[src/rtl/servo_pwm.sv]
// Hobby-servo PWM: 1 us prescaled tick, FRAME_US frame, pulse length sampled at frame boundaries; pin registered (1-cycle latency).
// Define SERVO_PWM_CLAMP_EN to limit the sampled length to MIN_US..MAX_US and report it on clamped.
module servo_pwm #(
   parameter int unsigned CLK_MHZ  = 100,
   parameter int unsigned FRAME_US = 20000,
   parameter int unsigned MIN_US   = 1000,
   parameter int unsigned MAX_US   = 2000,
   parameter int unsigned RESET_US = 1500
) (
   input  logic        CLK,
   input  logic        RST_N,
   input  logic [15:0] pulse_len,
   input  logic        enable,
   output logic        CONTROL_PIN,
   output logic        frame_start,
   output logic        clamped
);

`ifdef SERVO_PWM_CLAMP_EN
   localparam bit CLAMP_EN = 1'b1;
`else
   localparam bit CLAMP_EN = 1'b0;
`endif

   localparam int unsigned PW = (CLK_MHZ > 1) ? $clog2(CLK_MHZ) : 1;
   localparam logic [PW-1:0] PRE_LAST  = PW'(CLK_MHZ - 1);
   localparam logic [15:0]   US_LAST   = 16'(FRAME_US - 1);
   localparam logic [15:0]   MIN_LEN   = 16'(MIN_US);
   localparam logic [15:0]   MAX_LEN   = 16'(MAX_US);
   localparam logic [15:0]   RESET_LEN = 16'(RESET_US);

   logic [PW-1:0] pre_q, pre_d;
   logic [15:0]   us_q, us_d;
   logic [15:0]   len_q, len_d;
   logic          pin_q, pin_d;
   logic          fs_q, fs_d;
   logic          clamped_q, clamped_d;

   logic          tick;
   logic          boundary;
   logic [15:0]   samp_len;
   logic          samp_clamp;

   // Clamp guards against wrapped values from the adjust logic upstream.
   always_comb begin
      samp_len   = pulse_len;
      samp_clamp = 1'b0;
      if (CLAMP_EN && (pulse_len < MIN_LEN)) begin
         samp_len   = MIN_LEN;
         samp_clamp = 1'b1;
      end else if (CLAMP_EN && (pulse_len > MAX_LEN)) begin
         samp_len   = MAX_LEN;
         samp_clamp = 1'b1;
      end
   end

   assign tick     = (pre_q == PRE_LAST);
   assign boundary = tick && (us_q == US_LAST);

   always_comb begin
      pre_d     = tick ? '0 : pre_q + 1'b1;
      us_d      = us_q;
      len_d     = len_q;
      clamped_d = clamped_q;
      if (boundary) begin
         us_d      = '0;
         len_d     = samp_len;
         clamped_d = samp_clamp;
      end else if (tick) begin
         us_d = us_q + 16'd1;
      end
      fs_d  = boundary;
      pin_d = enable && (us_q < len_q);
   end

   always_ff @(posedge CLK or negedge RST_N) begin
      if (!RST_N) begin
         pre_q     <= '0;
         us_q      <= '0;
         len_q     <= RESET_LEN;
         pin_q     <= 1'b0;
         fs_q      <= 1'b0;
         clamped_q <= 1'b0;
      end else begin
         pre_q     <= pre_d;
         us_q      <= us_d;
         len_q     <= len_d;
         pin_q     <= pin_d;
         fs_q      <= fs_d;
         clamped_q <= clamped_d;
      end
   end

   assign CONTROL_PIN = pin_q;
   assign frame_start = fs_q;
   assign clamped     = clamped_q;

endmodule

[config.mk]
export PLATFORM = sky130hd
export DESIGN_NAME = servo_pwm
export DESIGN_NICKNAME = d
export VERILOG_FILES = /design/src/rtl/servo_pwm.sv
export SDC_FILE = /design/constraint.sdc
export NUM_CORES = 1
export LEC_CHECK = 0
export BUFFER_PORTS_ARGS = -buffer_cell sky130_fd_sc_hd__buf_2
export CORE_MARGIN = 3
export CORE_UTILIZATION = 58
export DETAILED_ROUTE_END_ITERATION = 12
export HOLD_SLACK_MARGIN = 0.08
export PLACE_DENSITY_LB_ADDON = 0.05
export SLEW_MARGIN = 20
export SYNTH_ARGS = -nofsm -noshare
export SYNTH_HDL_FRONTEND = slang
export SYNTH_SLANG_ARGS = --single-unit
[constraint.sdc]
create_clock -name CLK -period 2.95 [get_ports CLK]
set_input_delay 0.7375 -clock CLK [delete_from_list [all_inputs] [get_ports CLK]]
set_output_delay 0.7375 -clock CLK [all_outputs]
set_load 0.005 [all_outputs]
==> reports/qor_table.md, run 1 <==
| Step | Parameter | This run |
|---|---|---|
| grt | Maximum number of pins on one net before global-route repair | 42 |
| power | Pwr Density | 397 nW/um^2 |
| place | Worst slack at placement | 0.698 ns |
| synth | Top flip-flop cell by instance count after synthesis | sky130_fd_sc_hd__dfrtp_1 |
| power | VDD IR max | 0.000272 V |
| place | GP Congestion | 0.866 |
| clock tree | Clock tree from TritonCTS | yes |
| clock tree | Clock insertion delay at the later pin of the skew report | 0.29 ns |
| sta | Worst-case headroom to the max-slew limit | 40.7% |
| sta | Setup repair after global routing missed its margin | false |
| sta | Setup TNS after final layout | 0 ns |
| layout | Proportion of layout cells with a drive suffix above 1 | 24.7% |
| detailed routing | Total routed wirelength | 3.99 mm |
| synth | Largest cells by area after synthesis | sky130_fd_sc_hd__dfrtp_1, sky130_fd_sc_hd__ha_1, sky130_fd_sc_hd__dfstp_2, sky130_fd_sc_hd__mux2_2, sky130_fd_sc_hd__xnor2_1 |
| clock tree | Number of hold buffers added after cts | 0 |
| critical path | Critical path required time | 3.12 ns |
| sta | Min cycle time layout | 2.26 ns |
| sta | Peak Freq | 442 MHz |
| critical path | Worst reg2reg path startpoint | pre_q[0] |
| synth | Count of flip-flops with a built-in enable after synthesis | 0 |
| clock tree | Number of levels in the clock H-tree | 2 |
| place | HPWL after detailed placement | 2.98 mm |
| detailed routing | Detailed Routing Iterations Pass 1 | 4 |
| synth | Post-synthesis cell type with the largest combined area | sky130_fd_sc_hd__dfrtp_1 |
| synth | Most used standard cells in the synthesized netlist | sky130_fd_sc_hd__dfrtp_1, sky130_fd_sc_hd__inv_1, sky130_fd_sc_hd__ha_1 |
| die | Core area | 3470 sq um |
| power | Leak | 1.07 nW |
| critical path | Maximum fanout along the worst path | 13 |
| die | Die X-Extent | 67.3 microns |
| grt | Number of global-route vias before repair | 1593 |
| sta | Skew final | 0.00500 ns |
| die | Height of the chip | 67.3 microns |
| detailed routing | DR vias/cell | 5.60 |
| clock tree | Clk pin slew, worst setup/hold paths | 0.07 ns |
| die | DIE AREA | 4530 sq um |
| layout | Number of inserted diodes | 0 |
| synth | Share of the synthesized area in the top cell type | 39.0% |
| min path | Hold crit path type | flip-flop to flip-flop |
| critical path | Kind of critical path | flip-flop to flip-flop |
| min path | Hold Path Cell Cnt | 1 |
| run status | Run status | complete, no violations |
| sta | Final Hold Viols | 0 |
| synth | Sequential element share of the synthesized area | 47.4% |
| sta | Slew at the pin with the worst max-slew slack | 0.890 ns |
| die | Number of rows created at floorplan | 21 |
| sta | Final WS setup | 0.689 ns |
| clock tree | Root buf cell | sky130_fd_sc_hd__clkbuf_8 |
| critical path | Startpoint Class | flip-flop |
| clock tree | Number of sinks on the clock net | 41 |
| clock tree | Inserted Clock Buffers | 5 |
| detailed routing | Via count | 1507 |
| sta | Max Slew Vio Count | 0 |
| detailed routing | Detail Route Antenna Nets | 0 |
| synth | Post-synthesis cell type count | 38 |
| grt | Overall fraction of global-route tracks in use | 20.9% |
| synth | Register bit total from synthesis | 41 |
| synth | Netlist area before placement | 2180 sq um |
| synth | Count of mapped cells out of synthesis | 197 |
| critical path | Launching instance or port of the critical path | pre_q[0] |
| grt | Antenna violations before repair | 0 |
| synth | Dominant cell by count in the synthesized netlist | sky130_fd_sc_hd__dfrtp_1 |
| grt | Overflow left after global routing | 0 |
| die | Count of boundary I/O pins | 22 |
| synth | YS warnings | 0 |
| min path | Startpoint of the tightest hold check path | pre_q[0] |
| clock tree | Number of buffers on the longest clock path | 2 |
| critical path | RR Endpoint | len_q[5] |
| critical path | FF-to-FF setup slack | 0.69 ns |
| detailed routing | Remaining DRCs | 0 |
| critical path | Data arrival time of the critical path | 2.44 ns |
| detailed routing | Final routed wire length divided by cell count | 14.8 microns |
| critical path | Destination of the critical timing path | len_q[5] |
| sta | Final period utilization | 76.6% |
| die | Initial core utilization | 62.9% |
| synth | Synth Area per Inst | 11.1 sq um |
| clock tree | Postcts setup bufs | 0 |
| layout | Fill cell count | 269 |
| synth | Post-synth ARST share | 100% |
| grt | Wire length of the first global-routing pass | 7.07 mm |
| critical path | Crit path capture type | flip-flop |
| sta | Number of failing setup endpoints in the final timing report | 0 |
| synth | Syn Nets | 233 |
| critical path | Depth of the worst register-to-register path | 6 |
| layout | Synthesis-to-layout area growth | 10.4% |
| run | Count of maximum capacitance violations | 0 |
| place | Total of buffers placed on input and output ports | 20 |
| clock tree | Count of instances resized after the clock tree is built | 0 |
| layout | Final Net Count | 258 |
| detailed routing | Iteration-0 DRC count of the detailed router | 94 |
[worst max-delay path: stages (launching register included)]
cell                        delay, ns
sky130_fd_sc_hd__dfrtp_1         0.39
sky130_fd_sc_hd__ha_1            0.29
sky130_fd_sc_hd__nand4bb_1       0.18
sky130_fd_sc_hd__or3_4           0.38
sky130_fd_sc_hd__nor4_4          0.30
sky130_fd_sc_hd__buf_4           0.25
sky130_fd_sc_hd__mux2_2          0.35
[state kept, by name (all words and copies together), names as in the netlist]
| signal | cells |
|---|---|
| frame_start | 1 |
| us_q | 16 |
| len_q | 16 |
| CONTROL_PIN | 1 |
| pre_q | 7 |
[power breakdown]
group	leakage, nW	switching (mW)	total, mW	internal [mW]
clock network	0.0455	0.181	0.372	0.191
logic	0.496	0.0134	0.0221	0.00866
registers	0.533	0	0.562	0.562
[cells by family (layout without fill, tap and decap cells)]
kind of cell | after synthesis | after routing | share of synthesized area, %
AOI/OAI and AO/OA | 21 | 21 | 5.62
xor gates and xnor gates | 15 | 15 | 6.02
adders and majority gates | 17 | 17 | 9.75
buffers and inverters | 22 | 48 | 4.70
DFF | 41 | 41 | 47.4
muxes | 18 | 18 | 9.17
other | 1 | 1 | 0.172
and+or+nand+nor | 62 | 62 | 17.1
[layer usage]
metal / global-route usage [%] / part of all wire (%) / vias up
met2: 33.6 / 48 / 35
met1: 27.3 / 45 / 724
met4: 9.62 / 1.8 / 0
li1: - / - / 741
met3: 3.83 / 5.0 / 7
met5: 0 / 0 / -
[worst min-delay path by stage]
stage and endpoint:
3_3_place_gp pre_q[0], 4_1_cts pre_q[0], 6_report pre_q[0], 2_1_floorplan CONTROL_PIN, 5_1_grt pre_q[0], 3_5_place_dp pre_q[0]
[cell type report]
class,count,area [sq um],share of cell area [%]
repair buffers,22,115,4.78
multi-input cells,134,1040,43.4
clock buffers,8,90.1,3.74
well taps,46,57.6,2.39
inverters,18,67.6,2.80
flip-flops and latches,41,1030,42.9
[cell usage in the layout (no fill, tap or decap), drive strengths merged, types with 6 or more instances in the layout]
cell,Yosys,routed
mux2,16,16
nand2,13,13
buf,4,22
a21oi,9,9
nand3,8,8
o21ai,6,6
nor2,9,9
inv,18,18
xnor2,12,12
ha,17,17
clkbuf,0,8
dfstp,7,7
dfrtp,34,34
[per-stage QoR]
stage	std cells	cell area (sq um)	util (%)	power [mW]	hold WS, ns
floorplan	197	2180	-	0.575	0.442
global placement	261	2320	66.9	0.595	0.469
detailed placement	261	2320	66.9	0.596	0.481
CTS	269	2410	69.5	0.966	0.488
global route	269	2410	69.5	0.996	0.511
finish	269	2410	69.5	0.956	0.490
(Power assumes the default switching activity.)
==> run 2, diff against run 1 <==
Settings changed: ABC_AREA from default to 1, CORE_UTILIZATION 58 to 59.
Clock period 2.95 ns to 2.3 ns, I/O delays scaled along.
==> run 2 against run 1 <==
- first-iteration DRC count down 4.3%
- die area up 5.0%
- sequential power up 28%
- cell area up 6.7%
- largest power group unchanged
- count of clock-buffer cells in the layout down 2
- sequential share of layout area down 2.7 points
- clock power up 23%
- register-to-register slack worse by 0.04 ns
- area after synthesis up 7.3%
- setup slack worse by 0.044 ns
- via count up 28%
==> reports/qor_table.md, run 2 <==
| Step | Parameter | This run |
|---|---|---|
| critical path | Crit path capture type | flip-flop |
| grt | Antenna violations before repair | 0 |
| critical path | Worst-path cell chain | ha_1 -> nand2_1 -> inv_1 -> nand2_1 -> nor2_4 -> nand2_4 -> clkinv_4 -> nand2_1 -> nand2_1 |
| clock tree | Number of sinks on the clock net | 41 |
| clock tree | Clock tree from TritonCTS | yes |
| clock tree | Clock insertion delay at the later pin of the skew report | 0.29 ns |
| die | Height of the chip | 69.0 microns |
| layout | Sequential cell area | 1030 sq um |
| clock tree | Number of levels in the clock H-tree | 2 |
| critical path | Startpoint Class | flip-flop |
| clock tree | Root buf cell | sky130_fd_sc_hd__clkbuf_8 |
| die | Core area | 3740 sq um |
| synth | Share of the synthesized area in the top cell type | 36.3% |
| place | Total of buffers placed on input and output ports | 20 |
| critical path | Data arrival time of the critical path | 1.85 ns |
| synth | Register bit total from synthesis | 41 |
| power | VDD IR max | 0.000343 V |
| layout | Leading cell types in the layout, fill and taps excluded | sky130_fd_sc_hd__nand2_1, sky130_fd_sc_hd__inv_1, sky130_fd_sc_hd__nor2_1, sky130_fd_sc_hd__dfrtp_1, sky130_fd_sc_hd__buf_2 |
| layout | Total area of multi-input combinational cells | 1100 sq um |
| detailed routing | Detailed Routing Iterations Pass 1 | 4 |
| place | HPWL after detailed placement | 3.25 mm |
| sta | Final Hold Viols | 0 |
| detailed routing | Iteration-0 DRC count of the detailed router | 90 |
| layout | Fill cell count | 314 |
| layout | Proportion of layout cells with a drive suffix above 1 | 12.4% |
| critical path | Slowest stage cell on the critical path | sky130_fd_sc_hd__dfrtp_1 |
| sta | Setup TNS after final layout | 0 ns |
| die | Initial core utilization | 62.5% |
| sta | Worst-case headroom to the max-slew limit | 66.1% |
| clock tree | Number of hold buffers added after cts | 0 |
| detailed routing | Remaining DRCs | 0 |
| synth | Top flip-flop cell by instance count after synthesis | sky130_fd_sc_hd__dfrtp_1 |
| clock tree | Postcts setup bufs | 0 |
| synth | Count of mapped cells out of synthesis | 316 |
| detailed routing | DR vias/cell | 4.98 |
| sta | Number of failing setup endpoints in the final timing report | 0 |
| synth | Dominant cell by count in the synthesized netlist | sky130_fd_sc_hd__nand2_1 |
| die | Die X-Extent | 69.0 microns |
| grt | Overflow left after global routing | 0 |
| synth | Most used standard cells in the synthesized netlist | sky130_fd_sc_hd__nand2_1, sky130_fd_sc_hd__inv_1, sky130_fd_sc_hd__nor2_1 |
| critical path | Depth of the worst register-to-register path | 9 |
| layout | Number of inserted diodes | 0 |
| die | Count of boundary I/O pins | 22 |
| layout | Largest registers | len_q x16, us_q x16, pre_q x7 |
| synth | Post-synth ARST share | 100% |
| detailed routing | Final routed wire length divided by cell count | 11.3 microns |
| clock tree | Count of instances resized after the clock tree is built | 0 |
| layout | Most common cell after layout, fill and taps aside | sky130_fd_sc_hd__nand2_1 |
| critical path | Critical path required time | 2.49 ns |
| synth | Post-synthesis cell type with the largest combined area | sky130_fd_sc_hd__dfrtp_1 |
| sta | Skew final | 0.00275 ns |
| critical path | Kind of critical path | flip-flop to flip-flop |
| detailed routing | Total routed wirelength | 4.39 mm |
| die | DIE AREA | 4760 sq um |
| layout | Post-route cell area | 2570 sq um |
| grt | Number of global-route vias before repair | 1734 |
| layout | Final Net Count | 375 |
| sta | Min cycle time layout | 1.66 ns |
| critical path | Critical Path Most Common Cell | sky130_fd_sc_hd__nand2_1 |
| sta | Final period utilization | 72.0% |
| synth | Largest cells by area after synthesis | sky130_fd_sc_hd__dfrtp_1, sky130_fd_sc_hd__nand2_1, sky130_fd_sc_hd__ha_1, sky130_fd_sc_hd__dfstp_2, sky130_fd_sc_hd__inv_1 |
| clock tree | Clk pin slew, worst setup/hold paths | 0.08 ns |
| power | Leak | 1.49 nW |
| critical path | RR Endpoint | len_q[13] |
| place | Placement-stage cell area | 2490 sq um |
| synth | Count of flip-flops with a built-in enable after synthesis | 0 |
| detailed routing | Via count | 1934 |
| sta | Peak Freq | 604 MHz |
| power | Pwr Density | 471 nW/um^2 |
| sta | Setup repair after global routing missed its margin | false |
| min path | Hold crit path type | input port to async pin |
| synth | Netlist area before placement | 2340 sq um |
| synth | Syn Nets | 352 |
| die | Number of rows created at floorplan | 22 |
| grt | Maximum number of pins on one net before global-route repair | 28 |
| synth | YS warnings | 0 |
| synth | Sequential element share of the synthesized area | 44.2% |
| synth | Synth Area per Inst | 7.41 sq um |
| place | GP Congestion | 0.908 |
| grt | Overall fraction of global-route tracks in use | 21.2% |
| critical path | Worst reg2reg path startpoint | us_q[0] |
| run | Count of maximum capacitance violations | 0 |
| sta | Max Slew Vio Count | 0 |
| critical path | Max incr delay on CP | 0.42 ns |
| sta | Slew at the pin with the worst max-slew slack | 0.509 ns |
| critical path | FF-to-FF setup slack | 0.64 ns |
| run status | Run status | complete, no violations |
| grt | Wire length of the first global-routing pass | 7.42 mm |
| layout | Synthesis-to-layout area growth | 9.89% |
| critical path | Maximum fanout along the worst path | 27 |
| detailed routing | Detail Route Antenna Nets | 0 |
| synth | Post-synthesis cell type count | 23 |
| clock tree | Number of buffers on the longest clock path | 2 |
| clock tree | Inserted Clock Buffers | 5 |
-- run 2: cells by family (layout without fill, tap and decap cells) --
family,Yosys count,in the layout,share of synthesized area [%]
xor gates and xnor gates,3,3,1.12
adders and majority gates,17,17,9.09
other,1,1,0.160
buffers and inverters,50,74,8.93
DFF,41,41,44.2
AOI/OAI and AO/OA,21,21,4.49
and+or+nand+nor,183,183,32.0
-- run 2: final cells by class --
type,count,area share [%]
multi-input cells,225,42.7
well taps,48,2.33
clock buffers,6,2.82
flip-flops and latches,41,40.2
clock inverters,2,0.389
inverters,44,6.61
repair buffers,22,4.96
-- run 2: where the power goes --
group          switching (mW)  leakage, nW  internal (mW)
Clock                   0.245       0.0450          0.210
Combinational          0.0195        0.962         0.0152
Sequential           0.000144        0.485          0.722
Total                   0.265         1.49          0.947
-- run 2: worst max path at each step --
| stage | start | endpoint | slack [ns] |
|---|---|---|---|
| 2_1_floorplan | pre_q[0] | us_q[0] | 0.92 |
| 3_3_place_gp | us_q[0] | len_q[13] | 0.68 |
| 3_5_place_dp | us_q[0] | len_q[13] | 0.63 |
| 4_1_cts | us_q[0] | len_q[13] | 0.61 |
| 5_1_grt | us_q[0] | len_q[14] | 0.47 |
| 6_report | us_q[0] | len_q[13] | 0.64 |
-- run 2: routing by layer --
metal  up-vias  global-route usage, %  part of all wire (%)
met4         0                   7.79                   1.7
met3         8                   6.00                   4.3
li1       1021                      -                     -
met2        40                   33.6                    45
met1       865                   27.5                    49
met5         -                      0                     0
-- run 2: worst max-delay path: cells and delay by family, from the launching register on --
| family | cells | cell delay [ns] |
|---|---|---|
| and+or+nand+nor | 6 | 0.67 |
| DFF | 1 | 0.42 |
| adders and majority gates | 1 | 0.23 |
| buffers and inverters | 2 | 0.23 |
-- run 2: through the flow --
stage | total power, mW | instances | utilization, % | worst slack [ns] | hold WS, ns
finish | 1.21 | 388 | 68.7 | 0.645 | 0.244
global route | 1.27 | 388 | 68.7 | 0.471 | 0.268
CTS | 1.23 | 388 | 68.7 | 0.615 | 0.258
detailed placement | 0.772 | 380 | 66.5 | 0.633 | 0.460
global placement | 0.771 | 380 | 66.5 | 0.680 | 0.442
floorplan | 0.739 | 316 | - | 0.920 | 0.279
